## config.mk

```make
export PLATFORM = sky130hd
export DESIGN_NAME = univ_shift_reg
export DESIGN_NICKNAME = d
export VERILOG_FILES = /design/src/rtl/univ_shift_pkg.sv /design/src/rtl/univ_shift_reg_dff_en_arst.sv /design/src/rtl/univ_shift_reg.sv
export SDC_FILE = /design/constraint.sdc
export NUM_CORES = 1
export LEC_CHECK = 0
export ABC_AREA = 1
export BUFFER_PORTS_ARGS = -buffer_cell sky130_fd_sc_hd__buf_2
export CAP_MARGIN = 15
export CORE_MARGIN = 2
export CORE_UTILIZATION = 55
export CTS_CLUSTER_SIZE = 12
export DETAILED_ROUTE_END_ITERATION = 12
export PLACE_DENSITY = 0.79
export RECOVER_POWER = 50
export SETUP_SLACK_MARGIN = 0.1
export SYNTH_ARGS = -nofsm -noshare
export SYNTH_HDL_FRONTEND = slang
export SYNTH_HIERARCHICAL = 1
export SYNTH_SLANG_ARGS = --single-unit
```

## constraint.sdc

```tcl
create_clock -name clk -period 2 [get_ports clk]
set_input_delay 0.1 -clock clk [delete_from_list [all_inputs] [get_ports clk]]
set_output_delay 0.1 -clock clk [all_outputs]
set_load 0.03 [all_outputs]
```

## src/rtl/univ_shift_pkg.sv

```systemverilog
// Shared types for the universal shift register: operation modes, burst FSM
// states and a helper that classifies which modes take part in a burst.
package univ_shift_pkg;

  typedef enum logic [2:0] {
    MODE_HOLD = 3'd0,
    MODE_LOAD = 3'd1,
    MODE_SHL  = 3'd2,
    MODE_SHR  = 3'd3,
    MODE_ROL  = 3'd4,
    MODE_ROR  = 3'd5,
    MODE_CLR  = 3'd6
  } mode_e;

  typedef enum logic [1:0] {
    ST_IDLE  = 2'd0,
    ST_SHIFT = 2'd1,
    ST_DONE  = 2'd2
  } state_e;

  // True for the four modes that move bits; only these run a multi-cycle burst.
  function automatic logic is_shift_mode(input logic [2:0] m);
    logic r;
    case (m)
      MODE_SHL, MODE_SHR, MODE_ROL, MODE_ROR: r = 1'b1;
      default:                                r = 1'b0;
    endcase
    return r;
  endfunction

endpackage

```

## src/rtl/univ_shift_reg_dff_en_arst.sv

```systemverilog
// One storage bit: D flop with load enable and asynchronous active-low reset
// to a per-instance reset value.
module dff_en_arst #(
  parameter logic RST_VAL = 1'b0
) (
  input  logic clk,
  input  logic rst,
  input  logic en,
  input  logic d,
  output logic q
);

  // Storage bit: reset wins asynchronously, otherwise load when enabled.
  always_ff @(posedge clk or negedge rst) begin
    if (!rst) begin
      q <= RST_VAL;
    end else if (en) begin
      q <= d;
    end
  end

endmodule

```

## src/rtl/univ_shift_reg.sv

```systemverilog
// Universal shift register: single-cycle HOLD/LOAD/SHL/SHR/ROL/ROR/CLR when
// idle, plus a multi-cycle burst shift of up to WIDTH steps driven by start.
module univ_shift_reg
  import univ_shift_pkg::*;
#(
  parameter int               WIDTH   = 8,
  parameter logic [WIDTH-1:0] RST_VAL = {WIDTH{1'b0}},
  localparam int              CNT_W   = $clog2(WIDTH + 1)
) (
  input  logic             clk,
  input  logic             rst,
  input  logic             en,
  input  logic [2:0]       mode,
  input  logic [WIDTH-1:0] d,
  input  logic             sin_l,
  input  logic             sin_r,
  input  logic             start,
  input  logic [CNT_W-1:0] shamt,
  output logic [WIDTH-1:0] q,
  output logic             sout_l,
  output logic             sout_r,
  output logic             busy,
  output logic             done
);

  localparam logic [CNT_W-1:0] CNT_ZERO = {CNT_W{1'b0}};
  localparam logic [CNT_W-1:0] CNT_ONE  = {{(CNT_W-1){1'b0}}, 1'b1};
  localparam logic [CNT_W-1:0] CNT_MAX  = CNT_W'(WIDTH);

  state_e           state_q, state_d;
  logic [CNT_W-1:0] cnt_q, cnt_d;
  logic [2:0]       lmode_q, lmode_d;
  logic             lsin_l_q, lsin_l_d;
  logic             lsin_r_q, lsin_r_d;

  logic [WIDTH-1:0] q_q, q_d;
  logic             q_en_s;
  logic [2:0]       op_mode_s;
  logic             op_sin_l_s;
  logic             op_sin_r_s;
  logic [CNT_W-1:0] shamt_clip_s;

  // A burst never needs more than WIDTH steps to reach its final value.
  assign shamt_clip_s = (shamt > CNT_MAX) ? CNT_MAX : shamt;

  // FSM and burst-context registers.
  always_ff @(posedge clk or negedge rst) begin
    if (!rst) begin
      state_q  <= ST_IDLE;
      cnt_q    <= CNT_ZERO;
      lmode_q  <= MODE_HOLD;
      lsin_l_q <= 1'b0;
      lsin_r_q <= 1'b0;
    end else begin
      state_q  <= state_d;
      cnt_q    <= cnt_d;
      lmode_q  <= lmode_d;
      lsin_l_q <= lsin_l_d;
      lsin_r_q <= lsin_r_d;
    end
  end

  // Next-state logic; also picks which operation (live or latched) drives q.
  always_comb begin
    state_d    = state_q;
    cnt_d      = cnt_q;
    lmode_d    = lmode_q;
    lsin_l_d   = lsin_l_q;
    lsin_r_d   = lsin_r_q;
    q_en_s     = 1'b0;
    op_mode_s  = MODE_HOLD;
    op_sin_l_s = 1'b0;
    op_sin_r_s = 1'b0;
    case (state_q)
      ST_IDLE: begin
        if (start) begin
          // Start takes priority over en; q is untouched on this edge.
          lmode_d  = mode;
          lsin_l_d = sin_l;
          lsin_r_d = sin_r;
          if ((shamt_clip_s != CNT_ZERO) && is_shift_mode(mode)) begin
            cnt_d   = shamt_clip_s;
            state_d = ST_SHIFT;
          end else begin
            cnt_d   = CNT_ZERO;
            state_d = ST_DONE;
          end
        end else if (en) begin
          q_en_s     = 1'b1;
          op_mode_s  = mode;
          op_sin_l_s = sin_l;
          op_sin_r_s = sin_r;
        end else begin
          q_en_s = 1'b0;
        end
      end
      ST_SHIFT: begin
        q_en_s     = 1'b1;
        op_mode_s  = lmode_q;
        op_sin_l_s = lsin_l_q;
        op_sin_r_s = lsin_r_q;
        cnt_d      = cnt_q - CNT_ONE;
        if (cnt_q == CNT_ONE) begin
          state_d = ST_DONE;
        end else begin
          state_d = ST_SHIFT;
        end
      end
      ST_DONE: begin
        cnt_d   = CNT_ZERO;
        state_d = ST_IDLE;
      end
      default: begin
        state_d = ST_IDLE;
        cnt_d   = CNT_ZERO;
      end
    endcase
  end

  // Data path mux: value q takes on the next enabled edge.
  always_comb begin
    q_d = q_q;
    case (op_mode_s)
      MODE_LOAD: q_d = d;
      MODE_SHL:  q_d = {q_q[WIDTH-2:0], op_sin_l_s};
      MODE_SHR:  q_d = {op_sin_r_s, q_q[WIDTH-1:1]};
      MODE_ROL:  q_d = {q_q[WIDTH-2:0], q_q[WIDTH-1]};
      MODE_ROR:  q_d = {q_q[0], q_q[WIDTH-1:1]};
      MODE_CLR:  q_d = RST_VAL;
      default:   q_d = q_q;
    endcase
  end

  for (genvar i = 0; i < WIDTH; i++) begin : g_bit
    dff_en_arst #(
      .RST_VAL(RST_VAL[i])
    ) u_bit (
      .clk(clk),
      .rst(rst),
      .en (q_en_s),
      .d  (q_d[i]),
      .q  (q_q[i])
    );
  end

  assign q      = q_q;
  assign sout_l = q_q[WIDTH-1];
  assign sout_r = q_q[0];
  assign busy   = (state_q == ST_SHIFT);
  assign done   = (state_q == ST_DONE);

endmodule

```

# Word level (Yosys, flattened, before mapping)
# Cells that the tools add are included.
classes:
  add_sub_neg: 1
  order_cmp: 1
  eq_ne: 14
  n_mux: 24
  n_reduce_logical: 7
ops:
  columns: ["operator", "count"]
  rows:
  - ["8-bit case mux with 6 select lines", 1]
  - ["3-bit == test, second input constant", 5]
  - ["3-bit by 2-bit == test with 1-bit output, second input constant", 4]
  - ["4-bit two-way mux", 3]
  - ["1-bit two-way mux", 9]
  - ["4-bit case mux with 2 select lines", 1]
  - ["2-bit two-way mux", 3]
  - ["3-bit two-way mux", 2]
  - ["1-bit case mux with 2 select lines", 3]
  - ["3-bit case mux with 2 select lines", 1]
  - ["6-bit nonzero test", 1]
  - ["4-bit by 1-bit == test with 1-bit output, second input constant", 1]
  - ["4-bit > comparator, second input constant", 1]
  - ["2-bit case mux with 2 select lines", 1]
  - ["2-bit AND reduction", 2]
  - ["4-bit nonzero test", 1]
  - ["4-bit OR reduction", 1]
  - ["4-bit by 1-bit subtractor with 4-bit output, second input constant", 1]
  - ["3-bit by 1-bit == test with 1-bit output, second input constant", 1]
  - ["2-bit by 1-bit == test with 1-bit output, second input constant", 1]
  - ["2-bit == test, second input constant", 1]
  - ["2-bit logical NOT", 1]
  - ["2-bit inequality test, second input constant", 1]
  - ["1-bit logical AND", 1]
word_totals:
  register_bits: 19
  in_bits: 21
  output_inout_bits: 12
  wordCells: 60

# Logic depth before layout (Yosys ltp)
# Gate-level depths: netlist of the first run.
logic_depth:
  depth_word: 9
  mapped_depth: 12
  ltp_nobuf: 12

# Cells and area by module
# The synthesis of the first run kept the hierarchy.
modules_own_cells:
  columns: ["mod", "instances", "cells_per_inst", "area_each_um2"]
  rows:
  - ["univ_shift_reg", 1, 206, 1382.6]
  - ["dff_en_arst", 8, 5, 40.0]

# Worst setup path before layout of the first run
# OpenSTA, ideal clock, no wires.
synth_timing:
  kind: "register -> register"
  from: "register state_q[1]"
  to: "register g_bit[0].u_bit.q"
  arrival_time_ns: 1.389
  required_time_ns: 1.881
  setup_slack_ns: 0.492
  stages_incl_launch_ff: 13
  path_buffers: 0
  period_less_slack_ns: 1.508
  cell_sequence: "dfrtp_1 -> inv_2 -> nand2_4 -> inv_6 -> nand2_8 -> nand2_8 -> clkinv_4 -> nand3_4 -> nor2_2 -> nor2_1 -> nand3_1 -> nand2_1 -> nand2_1"
synth_lines:
  columns: ["item", "line", "source"]
  rows:
  - ["start: declaration", "univ_shift_reg.sv:30", "state_e state_q, state_d;"]
  - ["start signal: assignment", "univ_shift_reg.sv:55", "state_q <= state_d;"]
  - ["2-bit by 1-bit == test with 1-bit output (*)", null, null]
  - ["named net busy", "univ_shift_reg.sv:22", "output logic busy,"]
  - ["3-bit case mux with 2 select lines", "univ_shift_reg.sv:74", "case (state_q)"]
  - ["3-bit == test, or another cell as far along", "univ_shift_reg.sv:123", "case (op_mode_s)"]
  - ["8-bit case mux with 6 select lines (*)", "univ_shift_reg.sv:123", null]
  - ["named net q_d[0]", "univ_shift_reg.sv:36", "logic [WIDTH-1:0] q_q, q_d;"]
  - ["end signal: assignment", "univ_shift_reg_dff_en_arst.sv:16", "q <= RST_VAL;"]
  - ["end signal: assignment", "univ_shift_reg_dff_en_arst.sv:18", "q <= d;"]
  - ["end: declaration", "univ_shift_reg_dff_en_arst.sv:10", "output logic q"]
# The timed path passes the listed nets; every way through them passes the cells marked *.
# A chain may end at the register's enable or synchronous reset.

# Worst setup path after layout of the first run
layout_timing:
  from: "register state_q[0]"
  to: "register g_bit[0].u_bit.q"
layout_lines:
  columns: ["item", "line"]
  rows:
  - ["2-bit by 1-bit == test with 1-bit output or 2-bit logical NOT (tied branches)", "univ_shift_reg.sv:74"]
  - ["3-bit case mux with 2 select lines", "univ_shift_reg.sv:74"]
  - ["3-bit == test, or another cell as far along", "univ_shift_reg.sv:123"]
  - ["8-bit case mux with 6 select lines (*)", "univ_shift_reg.sv:123"]
  - ["named net q_d[0]", "univ_shift_reg.sv:36"]
# Marks and branches as above.

==> results.cfg, run 1 <==
[placed_design]
port_buffers = 32
dp_hpwl_um = 2945
place_congestion = 0.8657
dp_slack_ns = 0.2185

[clocking]
htreeDepth = 1
cts.sinks = 19
cts_buffer_depth = 2
root_buffer = clkbuf_4
cts_buffers = 3
clock_latency_ns = 0.30
cts_tree = done
clk_pin_slew_ns = 0.12

[hold_path]
min_from = sin_l
hold-path-endpoint = lsin_l_q
worst_hold_path_type = in -> reg
holdPathStages = 2

[critical_path]
r2r_start = state_q[0]
r2r_end = g_bit[0].u_bit/q
regToRegSetupSlack_ns = 0.25
slowest_stage = dfrtp_2
crit_required_ns = 2.25
crit_type = reg -> reg
critPathMaxStageDelay_ns = 0.51
critPathLaunchType = flip-flop
crit_fanout = 16
path_common_cell = nand2_1
reg2regPathDepth = 9
end_kind = flip-flop
arrival_ns = 2.00
crit_chain = nand2_1 -> a21boi_4 -> buf_4 -> nand4_1 -> nand2_1 -> nor2_1 -> nand3_1 -> nand2_1 -> nand2_1

[finish]
area_growth_pct = 10.58
drive_gt1_share_pct = 22.74
diodes = 0
n_fill_cell = 306
fin_util_pct = 62.71
nets = 301

[pwr]
p_int_mw = 1.102
switching_share_pct = 56.02
p_seq_share_pct = 29.5
p_leak_nw = 0.9775
pwr-share-comb_pct = 62.4
p_clk_share_pct = 8.2
power_density_mw_per_mm2 = 1331
ir_drop_v = 0.0006514
p_sw_mw = 1.404

[synth]
ys_warn_count = 6
syn-num-nets = 269
yosysSeqAreaShare_pct = 27.92
netlist.area_leader.share_pct = 27.92
ys_ff_latch = 19
syn-cell-area_mm2 = 0.001703
synth_cells = 246
syn_avg_cell_area_um2 = 6.922
yosysUniqueCellTypes = 28
synth_area_leader_cell = dfrtp_1
yosys-top-cells-area = dfrtp_1, nand2_1, nand4_1

[detailed_routing]
route.final.wire_length_um = 3818
viasPerCell = 5.335
dr.first_iter.drc_count = 120
wl_per_cell_um = 12.32
ant_nets = 0
vias = 1654
firstDrtPassIters = 5
drt_drc_violations_left = 0

[sta]
finalCritPeriodShare_pct = 87.59
max_slew_margin_pct = 28.95
finalClockSkew_ns = 0.004984
setup_ws_ns = 0.2482
clock.fmax_mhz = 570.9
setup_viol = 0
rsz0062_at_grt = no
hold_viol_final = 0
maxSlewViolCount = 0
period_minus_slack_ns = 1.752
tns_ns = 0
worst_pin_slew_ns = 1.066

[global_routing]
grt_overflow = 0
grt_pass1_vias = 1463
grt_max_degree = 20
grt_util_all_layers_pct = 23.93
grt_pass1_wl_um = 6582
antenna_found_initial = 0

[outcome]
outcome = finished, final reports clean

[run]
max_cap_violations = 0

[die]
initial_utilization_pct = 56.71
die-area_mm2 = 0.003558
ios = 33
dieWidth_um = 59.65
rows = 20
die_h_um = 59.65
core_area_mm2 = 0.003003
logic make-up after synthesis:
group	after synthesis	share of synthesized area [%]
xor gates and xnor gates	1	0.5144
DFF	19	27.92
buffers and inverters	43	12.12
adders and majority gates	2	1.469
AOI/OAI and AO/OA	16	5.805
muxes	5	3.306
and+or+nand+nor	160	48.86
power groups by stage:
stage | Combinational (mW) | Sequential (mW) | Clock [mW]
3_3_place_gp | 1.55 | 0.743 | 0
4_1_cts | 1.57 | 0.733 | 0.217
6_report | 1.56 | 0.739 | 0.205
2_1_floorplan | 1.25 | 0.764 | 0
5_1_grt | 1.74 | 0.761 | 0.232
3_5_place_dp | 1.56 | 0.741 | 0
critical path: cells and delay by family (launching register included):
kind / cells / cell delay (ns)
flops: 1 / 0.51
compound gates: 1 / 0.39
buf+inv: 1 / 0.25
simple gates: 7 / 0.55
stage by stage:
step | hold slack [ns] | cell area, µm² | std cells | power (mW)
floorplan | -0.1956 | 1703 | 246 | 2.011
CTS | 0.03188 | 1891 | 310 | 2.519
detailed placement | 0.06921 | 1851 | 305 | 2.302
global route | 0.01919 | 1883 | 310 | 2.734
finish | 0.04265 | 1883 | 310 | 2.507
global placement | 0.07017 | 1851 | 305 | 2.291
cell usage after synthesis, drive strengths merged:
cell     n
a21oi    4
ha       2
a21boi   1
nand3   24
mux2     5
nand4   24
o21a     1
o22ai    2
inv     35
dfrtp   19
xor2     1
o21ai    8
nor2    27
buf      7
clkinv   1
nand2   85
state kept, by name, indices dropped and copies added (netlist names):
signal / count
cnt_q: 4
g_bit.u_bit/q: 8
lmode_q: 3
lsin_l_q: 1
lsin_r_q: 1
state_q: 2
routing by layer:
layer	global-route usage (%)	wire, µm	vias to the layer above
li1	-	-	855
met1	36.80	1852	750
met2	34.63	1686	41
met3	3.930	217	8
met4	6.032	61	0
met5	0	0	-
worst max-delay path by stage:
stage                  endpoint       start  cells after the start
3_3_place_gp   g_bit[4].u_bit/q  state_q[0]                     10
4_1_cts        g_bit[0].u_bit/q  state_q[0]                      9
5_1_grt        g_bit[0].u_bit/q  state_q[0]                      9
6_report       g_bit[0].u_bit/q  state_q[0]                      9
2_1_floorplan  g_bit[0].u_bit/q  state_q[1]                     12
3_5_place_dp   g_bit[0].u_bit/q  state_q[0]                     10
final cells by class:
cell class	instances	area, µm²	area share (%)
multi-input cells	184	1021	54.22
clock buffers	3	22.52	1.196
inverters	36	145.1	7.708
repair buffers	34	168.9	8.970
clock inverters	1	7.507	0.3987
flip-flops and latches	19	476.7	25.32
well taps	33	41.29	2.193
repair_timing:
action / CTS / global route
endpoints found under the hold margin: 19 / 0
resized for setup: 0 / 1
hold buffers: 1 / 0
setup buffers: 0 / 0
endpoints found under the setup margin: 0 / 8
layout by cell type (no fill, tap or decap), types with 3 or more instances in the layout:
| master | Yosys | final |
|---|---|---|
| nand2_1 | 76 | 76 |
| inv_1 | 32 | 32 |
| buf_2 | 1 | 25 |
| nand4_1 | 24 | 24 |
| nand3_1 | 21 | 21 |
| dfrtp_1 | 19 | 18 |
| nor2_1 | 17 | 17 |
| nor2_2 | 8 | 8 |
| o21ai_0 | 8 | 8 |
| clkbuf_1 | 0 | 7 |
| nand2_4 | 5 | 5 |
| mux2_2 | 5 | 5 |
| a21oi_1 | 4 | 4 |
| clkbuf_4 | 0 | 3 |
Note: power is estimated with default switching activity, not from simulation.
==> run 2: changes to the inputs <==
--- a/config.mk
+++ b/config.mk
@@ -14,7 +14,7 @@
 export DETAILED_ROUTE_END_ITERATION = 12
 export PLACE_DENSITY = 0.79
 export RECOVER_POWER = 50
-export SETUP_SLACK_MARGIN = 0.1
+export SETUP_SLACK_MARGIN = 0.4
 export SYNTH_ARGS = -nofsm -noshare
 export SYNTH_HDL_FRONTEND = slang
 export SYNTH_HIERARCHICAL = 1
==> constraint.sdc (replaced) <==
create_clock -name clk -period 1.8 [get_ports clk]
set_input_delay 0.09 -clock clk [delete_from_list [all_inputs] [get_ports clk]]
set_output_delay 0.09 -clock clk [all_outputs]
set_load 0.03 [all_outputs]
==> results.cfg, run 2 (synthesis gave the netlist of run 1 again) <==
[outcome]
outcome = finished, final reports clean

[pwr]
p_sw_mw = 1.784
ir_drop_v = 0.0007534
pwr-share-comb_pct = 68.5
p_clk_share_pct = 6.7
p_int_mw = 1.565
p_seq_share_pct = 24.9
switching_share_pct = 53.26
power_density_mw_per_mm2 = 1564
p_leak_nw = 1.097

[placed_design]
dp_slack_ns = -0.01048
postPlaceCellArea_mm2 = 0.001867
dp.cells = 305
port_buffers = 32
dp_hpwl_um = 2747
place_congestion = 0.8936

[detailed_routing]
firstDrtPassIters = 4
viasPerCell = 5.672
route.final.wire_length_um = 4426
wl_per_cell_um = 13.58
dr.first_iter.drc_count = 120
drt_drc_violations_left = 0
vias = 1849
ant_nets = 0

[critical_path]
end_kind = flip-flop
crit_required_ns = 2.04
crit_chain = nand2_1 -> a21boi_4 -> buf_12 -> nand4_1 -> nand2_1 -> inv_1 -> nand3_1 -> nand2_1 -> nand2_1
reg2regPathDepth = 9
slowest_stage = dfrtp_2
regToRegSetupSlack_ns = 0.17
r2r_start = state_q[0]
critPathLaunchType = flip-flop
critPathMaxStageDelay_ns = 0.51
r2r_end = g_bit[7].u_bit/q
crit_type = reg -> reg
arrival_ns = 1.88
path_common_cell = nand2_1
crit_fanout = 8

[global_routing]
grt_overflow = 0
grt_util_all_layers_pct = 28.08
grt_max_degree = 20
antenna_found_initial = 0
grt_pass1_wl_um = 7617
grt_pass1_vias = 1723

[finish]
area_growth_pct = 25.72
fin_util_pct = 71.29
reg.largest.list = g_bit.u_bit/q x8, cnt_q x4, lmode_q x3
design_area_mm2 = 0.002141
drive_gt1_share_pct = 32.42
nets = 317
n_fill_cell = 258
largest_reg_flops = 8
instances_no_fill = 326
layout_common_cells = nand2_1, inv_1, nand4_1, buf_2, nand3_1
diodes = 0
mostFrequentLayoutCell = nand2_1
top_register = g_bit.u_bit/q

[sta]
clock.fmax_mhz = 612.3
finalCritPeriodShare_pct = 90.74
maxSlewViolCount = 0
hold_viol_final = 0
rsz0062_at_grt = yes
setup_ws_ns = 0.1668
max_slew_margin_pct = 29.40
finalClockSkew_ns = 0.007320
period_minus_slack_ns = 1.633
setup_viol = 0
worst_pin_slew_ns = 1.059

[run]
max_cap_violations = 0

[die]
ios = 33
dieWidth_um = 59.65
die_h_um = 59.65
initial_utilization_pct = 56.71
core_area_mm2 = 0.003003
rows = 20
die-area_mm2 = 0.003558

[clocking]
cts_buffer_depth = 2
cts_buffers = 3
root_buffer = clkbuf_4
clock_latency_ns = 0.30
cts_tree = done
clk_pin_slew_ns = 0.12
cts.sinks = 19
htreeDepth = 1

[hold_path]
holdPathStages = 2
hold-path-endpoint = lsin_r_q
min_from = sin_r
worst_hold_path_type = in -> reg
==> run 2: worst max path at each step <==
stage	start	depth (start not counted)	to
after detailed placement	state_q[0]	8	g_bit[7].u_bit/q
after CTS	state_q[0]	10	g_bit[6].u_bit/q
after global routing	state_q[0]	10	g_bit[5].u_bit/q
final	state_q[0]	9	g_bit[7].u_bit/q
after global placement	state_q[0]	8	g_bit[7].u_bit/q
after floorplan	state_q[0]	11	g_bit[0].u_bit/q
==> run 2: metrics by stage <==
| stage | power (mW) | hold WS (ns) | setup TNS (ns) |
|---|---|---|---|
| global placement | 2.547 | 0.05640 | 0 |
| floorplan | 2.259 | -0.2056 | 0 |
| CTS | 3.191 | 0.02503 | 0 |
| global route | 3.635 | 0.03217 | 0 |
| detailed placement | 2.576 | 0.05783 | -0.01076 |
| finish | 3.349 | 0.02716 | 0 |
==> run 2: metal layers <==
layer	wire length [µm]	GRT usage, %
met1	1937	38.50
met3	283	3.493
met5	0	0
met4	168	15.56
met2	2036	42.55
==> run 2: repair_timing <==
action / CTS / global route
buffers inserted: 11 / 1
resized for setup: 11 / 18
pin swaps: 15 / 8
gates cloned: 2 / 2
hold endpoints to repair: 19 / 0
hold buffers: 1 / 0
endpoints found under the setup margin: 13 / 19
==> run 2: area by class of cell <==
class                      instances  area (µm²)  share of cell area [%]
clock buffer                       3       22.52                   1.052
clock inverter                     1       5.005                  0.2338
inverter                          36       157.7                   7.364
multi-input combinational        186        1117                   52.19
sequential                        19       478.0                   22.33
tap                               33       41.29                   1.929
timing repair buffer              46       302.8                   14.14
timing repair inverter             2       16.27                  0.7598
==> run 2: worst max-delay path, delay by kind of cell (launching register included) <==
family / cells / cell delay (ns)
compound gates: 1 / 0.32
flops: 1 / 0.51
simple gates: 6 / 0.54
buf+inv: 2 / 0.21
==> run 2: power groups by stage <==
stage	Combinational, mW	Clock, mW	Sequential (mW)
final	2.29	0.224	0.833
after floorplan	1.41	0	0.851
after CTS	2.13	0.232	0.826
after global placement	1.72	0	0.825
after detailed placement	1.75	0	0.829
after global routing	2.53	0.248	0.861
